===== src/rtl/pll_reset_sequencer_if.sv =====
// pll_reset_sequencer_if: lock input, control and sequenced reset/enable outputs of the PLL bring-up block
interface pll_reset_sequencer_if #(
  parameter int NUM_CE = 3,
  parameter int DIV_W  = 16,
  parameter int CNT_W  = 8
) ();
  logic                    pll_locked;
  logic                    soft_reset;
  logic                    loss_clear;
  logic [NUM_CE*DIV_W-1:0] ce_div;
  logic                    reset_out;
  logic                    ready;
  logic [NUM_CE-1:0]       ce;
  logic [CNT_W-1:0]        loss_count;
  logic [1:0]              state;
  modport master (
    output pll_locked, soft_reset, loss_clear, ce_div,
    input  reset_out, ready, ce, loss_count, state
  );
  modport slave (
    input  pll_locked, soft_reset, loss_clear, ce_div,
    output reset_out, ready, ce, loss_count, state
  );
endinterface


===== src/rtl/pll_reset_sequencer.sv =====
// pll_reset_sequencer: lock sync/filter, held downstream reset and programmable clock-enable strobes
module pll_reset_sequencer #(
  parameter int NUM_CE      = 3,
  parameter int DIV_W       = 16,
  parameter int SYNC_STAGES = 2,
  parameter int LOCK_FILTER = 16,
  parameter int RESET_HOLD  = 32,
  parameter int CNT_W       = 8
) (
  input logic clock,
  input logic reset_n,
  pll_reset_sequencer_if.slave bus
);
  localparam int FW = $clog2(LOCK_FILTER + 1);
  localparam int HW = $clog2(RESET_HOLD + 1);
  typedef enum logic [1:0] {WAIT_LOCK, STABLE, HOLD, RUN} state_t;
  state_t state, state_nxt;
  logic [SYNC_STAGES-1:0] sync;
  logic [FW-1:0] filt_cnt, filt_nxt;
  logic [HW-1:0] hold_cnt, hold_nxt;
  logic [CNT_W-1:0] loss_cnt;
  logic [NUM_CE-1:0] ce_v;
  logic lock_s, loss_inc, run;
  assign lock_s = sync[SYNC_STAGES-1];
  assign run = state == RUN;
  always_ff @(posedge clock or negedge reset_n) begin
    if (!reset_n) begin
      sync     <= '0;
      state    <= WAIT_LOCK;
      filt_cnt <= '0;
      hold_cnt <= '0;
    end else begin
      sync     <= {sync[SYNC_STAGES-2:0], bus.pll_locked};
      state    <= state_nxt;
      filt_cnt <= filt_nxt;
      hold_cnt <= hold_nxt;
    end
  end
  // Lock loss wins over soft_reset; only losses after the filter has passed are counted.
  always_comb begin
    state_nxt = state;
    filt_nxt  = filt_cnt;
    hold_nxt  = hold_cnt;
    loss_inc  = 1'b0;
    case (state)
      WAIT_LOCK: if (lock_s) begin
        state_nxt = STABLE;
        filt_nxt  = '0;
      end
      STABLE: if (!lock_s) state_nxt = WAIT_LOCK;
        else if (filt_cnt == FW'(LOCK_FILTER - 1)) begin
          state_nxt = HOLD;
          hold_nxt  = '0;
        end else filt_nxt = filt_cnt + FW'(1);
      HOLD: if (!lock_s) begin
        state_nxt = WAIT_LOCK;
        loss_inc  = 1'b1;
      end else if (bus.soft_reset) hold_nxt = '0;
        else if (hold_cnt == HW'(RESET_HOLD - 1)) state_nxt = RUN;
        else hold_nxt = hold_cnt + HW'(1);
      default: if (!lock_s) begin
        state_nxt = WAIT_LOCK;
        loss_inc  = 1'b1;
      end else if (bus.soft_reset) begin
        state_nxt = HOLD;
        hold_nxt  = '0;
      end
    endcase
  end
  always_comb begin
    bus.reset_out  = !run;
    bus.ready      = run;
    bus.state      = state;
    bus.ce         = ce_v;
    bus.loss_count = loss_cnt;
  end
  always_ff @(posedge clock or negedge reset_n) begin
    if (!reset_n) loss_cnt <= '0;
    else if (bus.loss_clear) loss_cnt <= CNT_W'(loss_inc);
    else if (loss_inc && !(&loss_cnt)) loss_cnt <= loss_cnt + CNT_W'(1);
  end
  for (genvar i = 0; i < NUM_CE; i++) begin : g_ce
    logic [DIV_W-1:0] cnt, raw, d;
    logic hit;
    assign raw = bus.ce_div[i*DIV_W +: DIV_W];
    assign d = raw == '0 ? DIV_W'(1) : raw;
    // >= rather than == so a divisor lowered below the running count strobes at once
    assign hit = cnt >= d - DIV_W'(1);
    assign ce_v[i] = run && hit;
    always_ff @(posedge clock or negedge reset_n) begin
      if (!reset_n) cnt <= '0;
      else cnt <= (run && !hit) ? cnt + DIV_W'(1) : '0;
    end
  end
endmodule


===== src/flat_wrapper.sv =====
// flat-port wrapper written by rule: the top's interface ports become plain ports
module pll_reset_sequencer_flat 
#(
  parameter int NUM_CE      = 3,
  parameter int DIV_W       = 16,
  parameter int SYNC_STAGES = 2,
  parameter int LOCK_FILTER = 16,
  parameter int RESET_HOLD  = 32,
  parameter int CNT_W       = 8
)
  (clock, reset_n, bus_pll_locked, bus_soft_reset, bus_loss_clear, bus_ce_div, bus_reset_out, bus_ready, bus_ce, bus_loss_count, bus_state);
  pll_reset_sequencer_if #(.NUM_CE(NUM_CE), .DIV_W(DIV_W), .CNT_W(CNT_W)) bus_i ();
  input logic clock;
  input logic reset_n;
  input wire logic [$bits(bus_i.pll_locked)-1:0] bus_pll_locked;
  input wire logic [$bits(bus_i.soft_reset)-1:0] bus_soft_reset;
  input wire logic [$bits(bus_i.loss_clear)-1:0] bus_loss_clear;
  input wire logic [$bits(bus_i.ce_div)-1:0] bus_ce_div;
  output wire logic [$bits(bus_i.reset_out)-1:0] bus_reset_out;
  output wire logic [$bits(bus_i.ready)-1:0] bus_ready;
  output wire logic [$bits(bus_i.ce)-1:0] bus_ce;
  output wire logic [$bits(bus_i.loss_count)-1:0] bus_loss_count;
  output wire logic [$bits(bus_i.state)-1:0] bus_state;
  assign bus_i.pll_locked = bus_pll_locked;
  assign bus_i.soft_reset = bus_soft_reset;
  assign bus_i.loss_clear = bus_loss_clear;
  assign bus_i.ce_div = bus_ce_div;
  assign bus_reset_out = bus_i.reset_out;
  assign bus_ready = bus_i.ready;
  assign bus_ce = bus_i.ce;
  assign bus_loss_count = bus_i.loss_count;
  assign bus_state = bus_i.state;
  pll_reset_sequencer #(.NUM_CE(NUM_CE), .DIV_W(DIV_W), .SYNC_STAGES(SYNC_STAGES), .LOCK_FILTER(LOCK_FILTER), .RESET_HOLD(RESET_HOLD), .CNT_W(CNT_W)) u_core (.clock(clock), .reset_n(reset_n), .bus(bus_i));
endmodule

===== config.mk =====
export PLATFORM = sky130hd
export DESIGN_NAME = pll_reset_sequencer_flat
export DESIGN_NICKNAME = d
export VERILOG_FILES = /design/src/rtl/pll_reset_sequencer_if.sv /design/src/rtl/pll_reset_sequencer.sv /design/src/flat_wrapper.sv
export SDC_FILE = /design/constraint.sdc
export NUM_CORES = 1
export LEC_CHECK = 0
export ABC_CLOCK_PERIOD_IN_PS = 5850
export BUFFER_PORTS_ARGS = -buffer_cell sky130_fd_sc_hd__clkbuf_2
export CAP_MARGIN = 20
export CELL_PAD_IN_SITES_DETAIL_PLACEMENT = 0
export CELL_PAD_IN_SITES_GLOBAL_PLACEMENT = 2
export CORE_MARGIN = 1.5
export CORE_UTILIZATION = 35
export DETAILED_ROUTE_END_ITERATION = 12
export PLACE_DENSITY_LB_ADDON = 0.1
export SLEW_MARGIN = 15
export SYNTH_ARGS = -nofsm -noshare
export SYNTH_HDL_FRONTEND = slang
export SYNTH_SLANG_ARGS = --single-unit

===== constraint.sdc =====
create_clock -name clock -period 5.85 [get_ports clock]
set_input_delay 0.2925 -clock clock [delete_from_list [all_inputs] [get_ports clock]]
set_output_delay 0.2925 -clock clock [all_outputs]
set_load 0.02 [all_outputs]

==> run summary, run 1 <==
Hold WC Path Type = in -> reg
Core ar. = 0.0146 mm2
count of flip-flops with a built-in enable after synthesis = 0
number of remaining DRC errors = 0
WS Path Type = in -> out
max incr delay on CP = 550 ps
min Tclk post-route = 4010 ps
Die ar. = 0.0158 mm2
initial drt markers = 198
GP Congestion = 0.749
CTS resizes = 0
vias in the first global route = 4426
Non-Filler Instances = 869
synthesized netlist cell count = 607
H-tree Lvls = 3
Slew headroom = 38.4%
Max clock buf depth = 2
# hold bufs at CTS = 0
cell chain of the critical path = clkbuf_2 -> or4_4 -> nor4_1 -> a31oi_1 -> ha_1 -> nand2_1 -> nor3_1 -> xnor2_1 -> ha_1 -> nand4_1 -> nor3_1 -> o2111ai_1 -> a31oi_1 -> clkbuf_2
number of hold violations in the final report = 0
clock latency on the worst-skew pair = 330 ps
Crit. End Element = output pin
root buffer cell = clkbuf_16
layout cells sized above 1 = 12.8%
Syn Std Cell Area = 0.00525 mm2
number of max-cap violations = 0
syn avg cell area = 8.66 um2
Placed Area = 0.00580 mm2
Placed Cells = 853
maximum vdd drop = 0.000160 V
Layout area overhead = 15.7%
FMAX = 0.249 GHz
post-DR vias/cell = 5.14
post-route clock period utilization = 68.5%
Buffers on Ports = 67
Avg WL per Cell = 13.5 um
initial antenna violation count = 0
Die Span Y = 126 um
CTS tree = yes
Routed Antenna Nets = 0
count of cell types in the netlist = 45
status = finished clean
gr ovfl total = 0
sequential area share after synthesis = 33.8%
first-pass GRT wire length = 20500 um
Final nets = 796
n_diodes = 0
Worst-Margin Slew = 924 ps
hold slack = 83.0 ps
CP max FO = 5
Yosys reg bits = 71
largest net degree at the start of global routing = 72
CP max-delay cell = or4_4
Total Power = 1.49 mW
static leakage = 2.64 nW
Main synth FF type = dfrtp_1
clock slew at the register clock pins of the worst setup and hold paths = 50 ps
RSZ-0062 raised after global routing = false
worst clock skew = 7.16 ps
Clock Sinks = 71
IO Pins = 68
crit path launch type = primary input
Initial Utilization = 36.0%
pwr/cell area = 245 mW/mm2
Fill cells = 1502
row count = 44
asr flop ratio synth = 100%
CTS Buf Count = 9
Routed WL = 11700 um
CP required = 5560 ps
Net Count, Synth = 722
final instance area = 0.00608 mm2
number of max-slew violations in the final report = 0
HPWL after DPL = 8960 um
setup TNS = 0 ps
TritonRoute pass-1 iters = 6
Data arrival, critical path = 3720 ps
Vias = 4466
GR Util All Layers = 15.7%
postcts setup bufs = 0
Synth Warn # = 0
Setup-failing EPs final = 0
Die X = 126 um
critical path: cells and delay by family:
family / cells / cell delay [ps]
adder cells (fa/ha/maj): 2 / 550
buffers and inverters: 2 / 320
XOR/XNOR: 1 / 130
AO/OA/AOI/OAI: 3 / 650
AND/OR/NAND/NOR: 6 / 1770
layer usage:
layer / GRT usage [%] / up-vias / wire length, um
li1: - / 2315 / -
met1: 20.5 / 2073 / 5720
met2: 26.3 / 64 / 5440
met3: 3.17 / 14 / 381
met4: 4.28 / 0 / 175
met5: 0 / - / 0
flip-flops by register name, indices dropped and copies added, names as in the netlist:
signal	cells
u_core.bus.loss_count	8
u_core.g_ce.cnt	48
u_core.bus.state	2
u_core.hold_cnt	6
u_core.sync	2
u_core.filt_cnt	5
final cells by class:
type	instances	area [um2]	area share [%]
Multi-Input combinational cell	507	3370	55.4
Sequential cell	71	1780	29.2
Timing Repair Buffer	69	350	5.76
Clock buffer	11	243	3.99
Tap cell	184	230	3.79
Inverter	23	86.3	1.42
Clock inverter	4	22.5	0.371
through the flow:
stage | utilization, % | setup slack [ps]
after floorplan | - | 2460
after global routing | 41.7 | 1610
final | 41.7 | 1840
after global placement | 39.8 | 1710
after detailed placement | 39.8 | 1720
after CTS | 41.6 | 1820
path summary, 6_finish.rpt:
kind / from / endpoint / slack, ps / cells after the start
min in group asynchronous: reset_n / u_core.g_ce[1].cnt[15] / 160 / 2
setup / recovery: bus_ce_div[20] / bus_ce[1] / 1840 / 14
hold / removal: bus_pll_locked / u_core.sync[0] / 80 / 1
hold reg to reg: u_core.sync[0] / u_core.sync[1] / 350 / 0
setup reg to reg: u_core.g_ce[0].cnt[0] / u_core.g_ce[0].cnt[3] / 3390 / 8
max in group asynchronous: reset_n / u_core.bus.loss_count[2] / 5060 / 2
cells in the final DEF (no fill, tap or decap), drive strengths merged, types with 20 or more instances in the layout:
cell type	synthesis	final
clkbuf	5	77
a21oi	31	31
nand4	20	20
inv	23	23
nor2	92	92
dfrtp	71	71
xnor2	42	42
o21ai	33	33
xor2	38	38
nand3	24	24
nand2	52	52
ha	62	62
synthesized netlist by cell type (6+ instances only):
library cell	n	area share [%]
nand3_1	24	2.3
inv_1	23	1.6
a21oi_1	31	3.0
nor3_1	17	1.6
nand4_1	20	2.4
nor4_1	11	1.3
nand2b_1	9	1.1
dfrtp_1	71	34
xnor2_1	42	7.0
xor2_1	38	6.3
nand2_1	52	3.7
or4_1	6	0.86
nor2_1	92	6.6
ha_1	62	15
o21ai_0	32	3.0
and3_1	12	1.4
where the power goes:
| group | switching, mW | leakage [nW] | internal [mW] | total [mW] |
|---|---|---|---|---|
| registers | 0.0556 | 0.975 | 0.534 | 0.589 |
| clock network | 0.198 | 0.131 | 0.294 | 0.491 |
| logic | 0.260 | 1.53 | 0.146 | 0.406 |
cells by family after synthesis:
family,share of synthesized area (%)
AO/OA/AOI/OAI,10.7
XOR/XNOR,13.3
adder cells (fa/ha/maj),14.8
buffers and inverters,2.07
flip-flops,33.8
AND/OR/NAND/NOR,25.3
Power figures use the tool's default switching activity.
==> run 2: changes to the inputs <==
ABC_CLOCK_PERIOD_IN_PS = 3270   (was 5850)
CORE_UTILIZATION = 32   (was 35)
clock period = 3.27 ns   (was 5.85 ns; I/O delays follow)
==> run summary, run 2 (synthesis gave the netlist of run 1 again) <==
Die ar. = 0.0172 mm2
IO Pins = 68
layout cells sized above 1 = 21.5%
post-route clock period utilization = 100%
root buffer cell = clkbuf_16
CP required = 3110 ps
Routed Antenna Nets = 0
commonest non-fill, non-tap cell in the layout = nor2_1
worst clock skew = 7.61 ps
Vias = 4663
maximum vdd drop = 0.000261 V
post-DR vias/cell = 4.90
min Tclk post-route = 3290 ps
Total Power = 2.93 mW
Routed WL = 12400 um
Layout area overhead = 27.7%
Core ar. = 0.0159 mm2
worst flop-to-flop path startpoint = u_core.filt_cnt[0]
Slew headroom = 54.8%
Hold WC Path Type = in -> reg
clock latency on the worst-skew pair = 330 ps
failing checks = setup timing
GR Util All Layers = 15.2%
CP max FO = 3
CTS tree = yes
worst setup slack after layout = -15.9 ps
pwr/cell area = 437 mW/mm2
Buffers on Ports = 67
Crit. End Element = output pin
WS Path Type = in -> out
Avg WL per Cell = 13.1 um
Setup-failing EPs final = 1
vias in the first global route = 4534
Placed Cells = 923
Hold Startpoint = bus_loss_clear
fin util = 42.1%
clock slew at the register clock pins of the worst setup and hold paths = 50 ps
most flop-heavy register = u_core.g_ce.cnt
GP Congestion = 0.799
Max clock buf depth = 2
max reg flops = 48
Final nets = 845
number of max-cap violations = 0
reg-to-reg slack, setup = 910 ps
CTS Buf Count = 9
Worst-Margin Slew = 672 ps
Critical R2R Capture = u_core.hold_cnt[4]
gr ovfl total = 0
number of hold violations in the final report = 0
crit path launch type = primary input
Data arrival, critical path = 3120 ps
R2R cell count = 8
Clock Sinks = 71
Die Span Y = 131 um
H-tree Lvls = 3
RSZ-0062 raised after global routing = true
FMAX = 0.304 GHz
HPWL after DPL = 9510 um
status = complete, but fails checks
number of remaining DRC errors = 0
largest net degree at the start of global routing = 50
worst setup path start = bus_ce_div[23]
n_diodes = 0
Non-Filler Instances = 951
number of max-slew violations in the final report = 0
Initial Utilization = 33.0%
static leakage = 2.93 nW
Die X = 131 um
initial antenna violation count = 0
crit path to = bus_ce[1]
most frequent cells in the layout = nor2_1 (89), dfrtp_1 (71), clkbuf_2 (62), ha_1 (60), nand2_1 (51)
first-pass GRT wire length = 21800 um
TritonRoute pass-1 iters = 4
row count = 46
initial drt markers = 188
## run 2: cell type report
class                   instances  area (um2)
clock buffers                  10         229
clock inverters                 6        85.1
fillers                      1643        9240
inverters                      23        86.3
multi-input cells             507        3490
flip-flops and latches         71        1780
well taps                     216         270
repair buffers                118         767
## run 2: stage by stage
stage | hold slack [ps] | worst slack, ps | TNS, ps | area (um2)
2_1_floorplan | -132 | 29.7 | 0 | 5250
3_3_place_gp | 174 | -22.9 | -22.9 | 6150
3_5_place_dp | 180 | -192 | -2230 | 6150
4_1_cts | 111 | 0.997 | 0 | 6510
5_1_grt | 133 | -150 | -195 | 6710
6_report | 120 | -15.9 | -15.9 | 6710
## run 2: what timing repair did
| action | in CTS | in global routing |
|---|---|---|
| cloned | 0 | 0 |
| resized for setup | 3 | 32 |
| pin swaps | 1 | 23 |
| buffers inserted | 0 | 10 |
| endpoints found under the setup margin | 1 | 3 |
| hold endpoints to repair | 72 | 0 |
| hold buffers | 2 | 0 |
## run 2: worst max-delay path, cell delays in order
cell	delay (ps)
buf_6	90
or4_4	550
buf_6	130
or2_4	220
or3_4	390
nor3_4	170
xnor2_1	100
ha_1	300
nand4_1	140
nor3_2	290
o2111ai_2	170
a31oi_1	230
buf_4	170
## run 2: power by group
group / total, mW / switching [mW] / internal [mW]
combinational: 0.829 / 0.495 / 0.334
sequential: 1.06 / 0.107 / 0.954
clock: 1.04 / 0.375 / 0.665
total: 2.93 / 0.977 / 1.95
## run 2: how the worst min path moves through the flow
stage               cells past startpoint                        to  slack [ps]
global placement                        2    u_core.g_ce[1].cnt[15]         170
detailed placement                      2    u_core.g_ce[1].cnt[15]         180
finish                                  2  u_core.bus.loss_count[5]         120
floorplan                               0  u_core.bus.loss_count[0]        -130
global route                            2  u_core.bus.loss_count[5]         130
CTS                                     2  u_core.bus.loss_count[5]         110
## run 2: per-layer routing
metal	track usage, %	vias to the layer above	wire length [um]
met3	3.70	10	384
met2	24.8	55	5830
met4	3.06	0	86
li1	-	2408	-
met5	0	-	0
met1	20.5	2190	6140
==> run 3: changes to the inputs <==
REMOVE_ABC_BUFFERS = 1   (was unset)
==> run summary, run 3 (synthesis gave the netlist of run 1 again) <==
Data arrival, critical path = 3000 ps
H-tree Lvls = 3
initial drt markers = 132
RSZ-0062 raised after global routing = true
Core ar. = 0.0159 mm2
CTS tree = yes
Die X = 131 um
number of hold violations in the final report = 28
Die Span Y = 131 um
Setup-failing EPs final = 0
Final nets = 834
clock latency on the worst-skew pair = 330 ps
Routed Antenna Nets = 0
gr ovfl total = 0
Layout area overhead = 26.4%
first-pass GRT wire length = 21600 um
n_diodes = 0
most flop-heavy register = u_core.g_ce.cnt
maximum vdd drop = 0.000216 V
static leakage = 2.89 nW
min Tclk post-route = 3170 ps
root buffer cell = clkbuf_16
hold slack = -27.5 ps
crit path launch type = primary input
initial antenna violation count = 0
number of remaining DRC errors = 0
IO Pins = 68
Buffers on Ports = 67
Max clock buf depth = 2
CP required = 3110 ps
Clock Sinks = 71
Crit. End Element = output pin
Die ar. = 0.0172 mm2
Hold WC Path Type = in -> async
max reg flops = 48
Placed Area = 0.00610 mm2
row count = 46
final instance area = 0.00664 mm2
FMAX = 0.316 GHz
WS Path Type = in -> out
Initial Utilization = 33.0%
Avg WL per Cell = 13.4 um
TritonRoute pass-1 iters = 4
most frequent cells in the layout = nor2_1 (90), dfrtp_1 (71), clkbuf_2 (64), ha_1 (60), nand2_1 (51)
sequential cell area = 0.00178 mm2
commonest non-fill, non-tap cell in the layout = nor2_1
Worst-Margin Slew = 936 ps
post-DR vias/cell = 4.87
Placed Cells = 915
worst clock skew = 7.77 ps
Fill cells = 1606
largest net degree at the start of global routing = 72
layout cells sized above 1 = 19.9%
number of max-slew violations in the final report = 0
Slew headroom = 37.6%
Routed WL = 12600 um
CTS Buf Count = 9
number of max-cap violations = 0
failing checks = hold timing
Vias = 4576
footprint of the multi-input gates = 0.00350 mm2
HPWL after DPL = 9500 um
clock slew at the register clock pins of the worst setup and hold paths = 50 ps
GP Congestion = 0.804
post-route clock period utilization = 96.8%
vias in the first global route = 4535
GR Util All Layers = 15.2%
CP max FO = 3
Non-Filler Instances = 940
status = complete, but fails checks
Total Power = 2.95 mW
pwr/cell area = 444 mW/mm2
run 3: cell types whose count changed in the layout (fill, tap and decap cells not counted), sizes merged:
| cell | before | now |
|---|---|---|
| dlygate4sd3 | 2 | 1 |
| clkbuf | 72 | 77 |
| clkinv | 2 | 1 |
| buf | 54 | 42 |
| clkinvlp | 2 | 0 |
run 3: critical path, cell delays in order:
cell,delay (ps)
buf_6,90
or4_4,530
buf_6,130
or2_4,230
or3_4,400
nor3_4,170
xnor2_1,90
ha_1,290
nand4_1,140
nor3_2,180
o2111ai_2,160
a31oi_1,240
buf_4,180
run 3: worst paths after layout:
| check | startpoint | endpoint | slack, ps | cells past startpoint |
|---|---|---|---|---|
| max | bus_ce_div[22] | bus_ce[1] | 100 | 13 |
| min | reset_n | u_core.g_ce[2].cnt[3] | -30 | 1 |
| max in group asynchronous | reset_n | u_core.g_ce[0].cnt[7] | 2690 | 1 |
| max reg2reg | u_core.filt_cnt[0] | u_core.hold_cnt[4] | 890 | 8 |
| min in group clock | bus_loss_clear | u_core.bus.loss_count[1] | 120 | 2 |
| min reg2reg | u_core.sync[0] | u_core.sync[1] | 360 | 0 |
run 3: metal layers:
layer	up-vias	wire length, um	global-route usage (%)	share of wire [%]
li1	2395	-	-	-
met1	2100	6220	20.0	49
met2	69	5870	25.6	47
met3	12	386	3.13	3.1
met4	0	136	3.93	1.1
met5	-	0	0	0
run 3: power by group:
| group | leakage, nW | internal, mW | switching (mW) |
|---|---|---|---|
| sequential | 0.975 | 0.955 | 0.0978 |
| clock | 0.160 | 0.709 | 0.366 |
| combinational | 1.76 | 0.327 | 0.497 |
run 3: per-stage QoR:
| step | setup WS, ps | utilization [%] | hold WS [ps] | setup TNS, ps |
|---|---|---|---|---|
| final | 104 | 41.6 | -27.5 | 0 |
| after CTS | 24.2 | 40.6 | 24.4 | 0 |
| after detailed placement | -189 | 38.2 | 276 | -2090 |
| after global routing | -33.6 | 41.6 | 62.5 | -46.0 |
| after global placement | -104 | 38.2 | 276 | -281 |
| after floorplan | 133 | - | -132 | 0 |
run 3: area by class of cell:
type                    count  share of cell area (%)
clock inverters             3                   0.980
clock buffers              13                    3.92
inverters                  23                    1.30
repair buffers            107                    10.2
flip-flops and latches     71                    26.8
well taps                 216                    4.07
multi-input cells         507                    52.8
run 3: what timing repair did:
item / in CTS / in global routing
resized for setup: 7 / 24
hold endpoints to repair: 1 / 0
hold buffers: 1 / 0
pin swaps: 1 / 14
buffers inserted: 0 / 8
setup endpoints to repair: 3 / 3
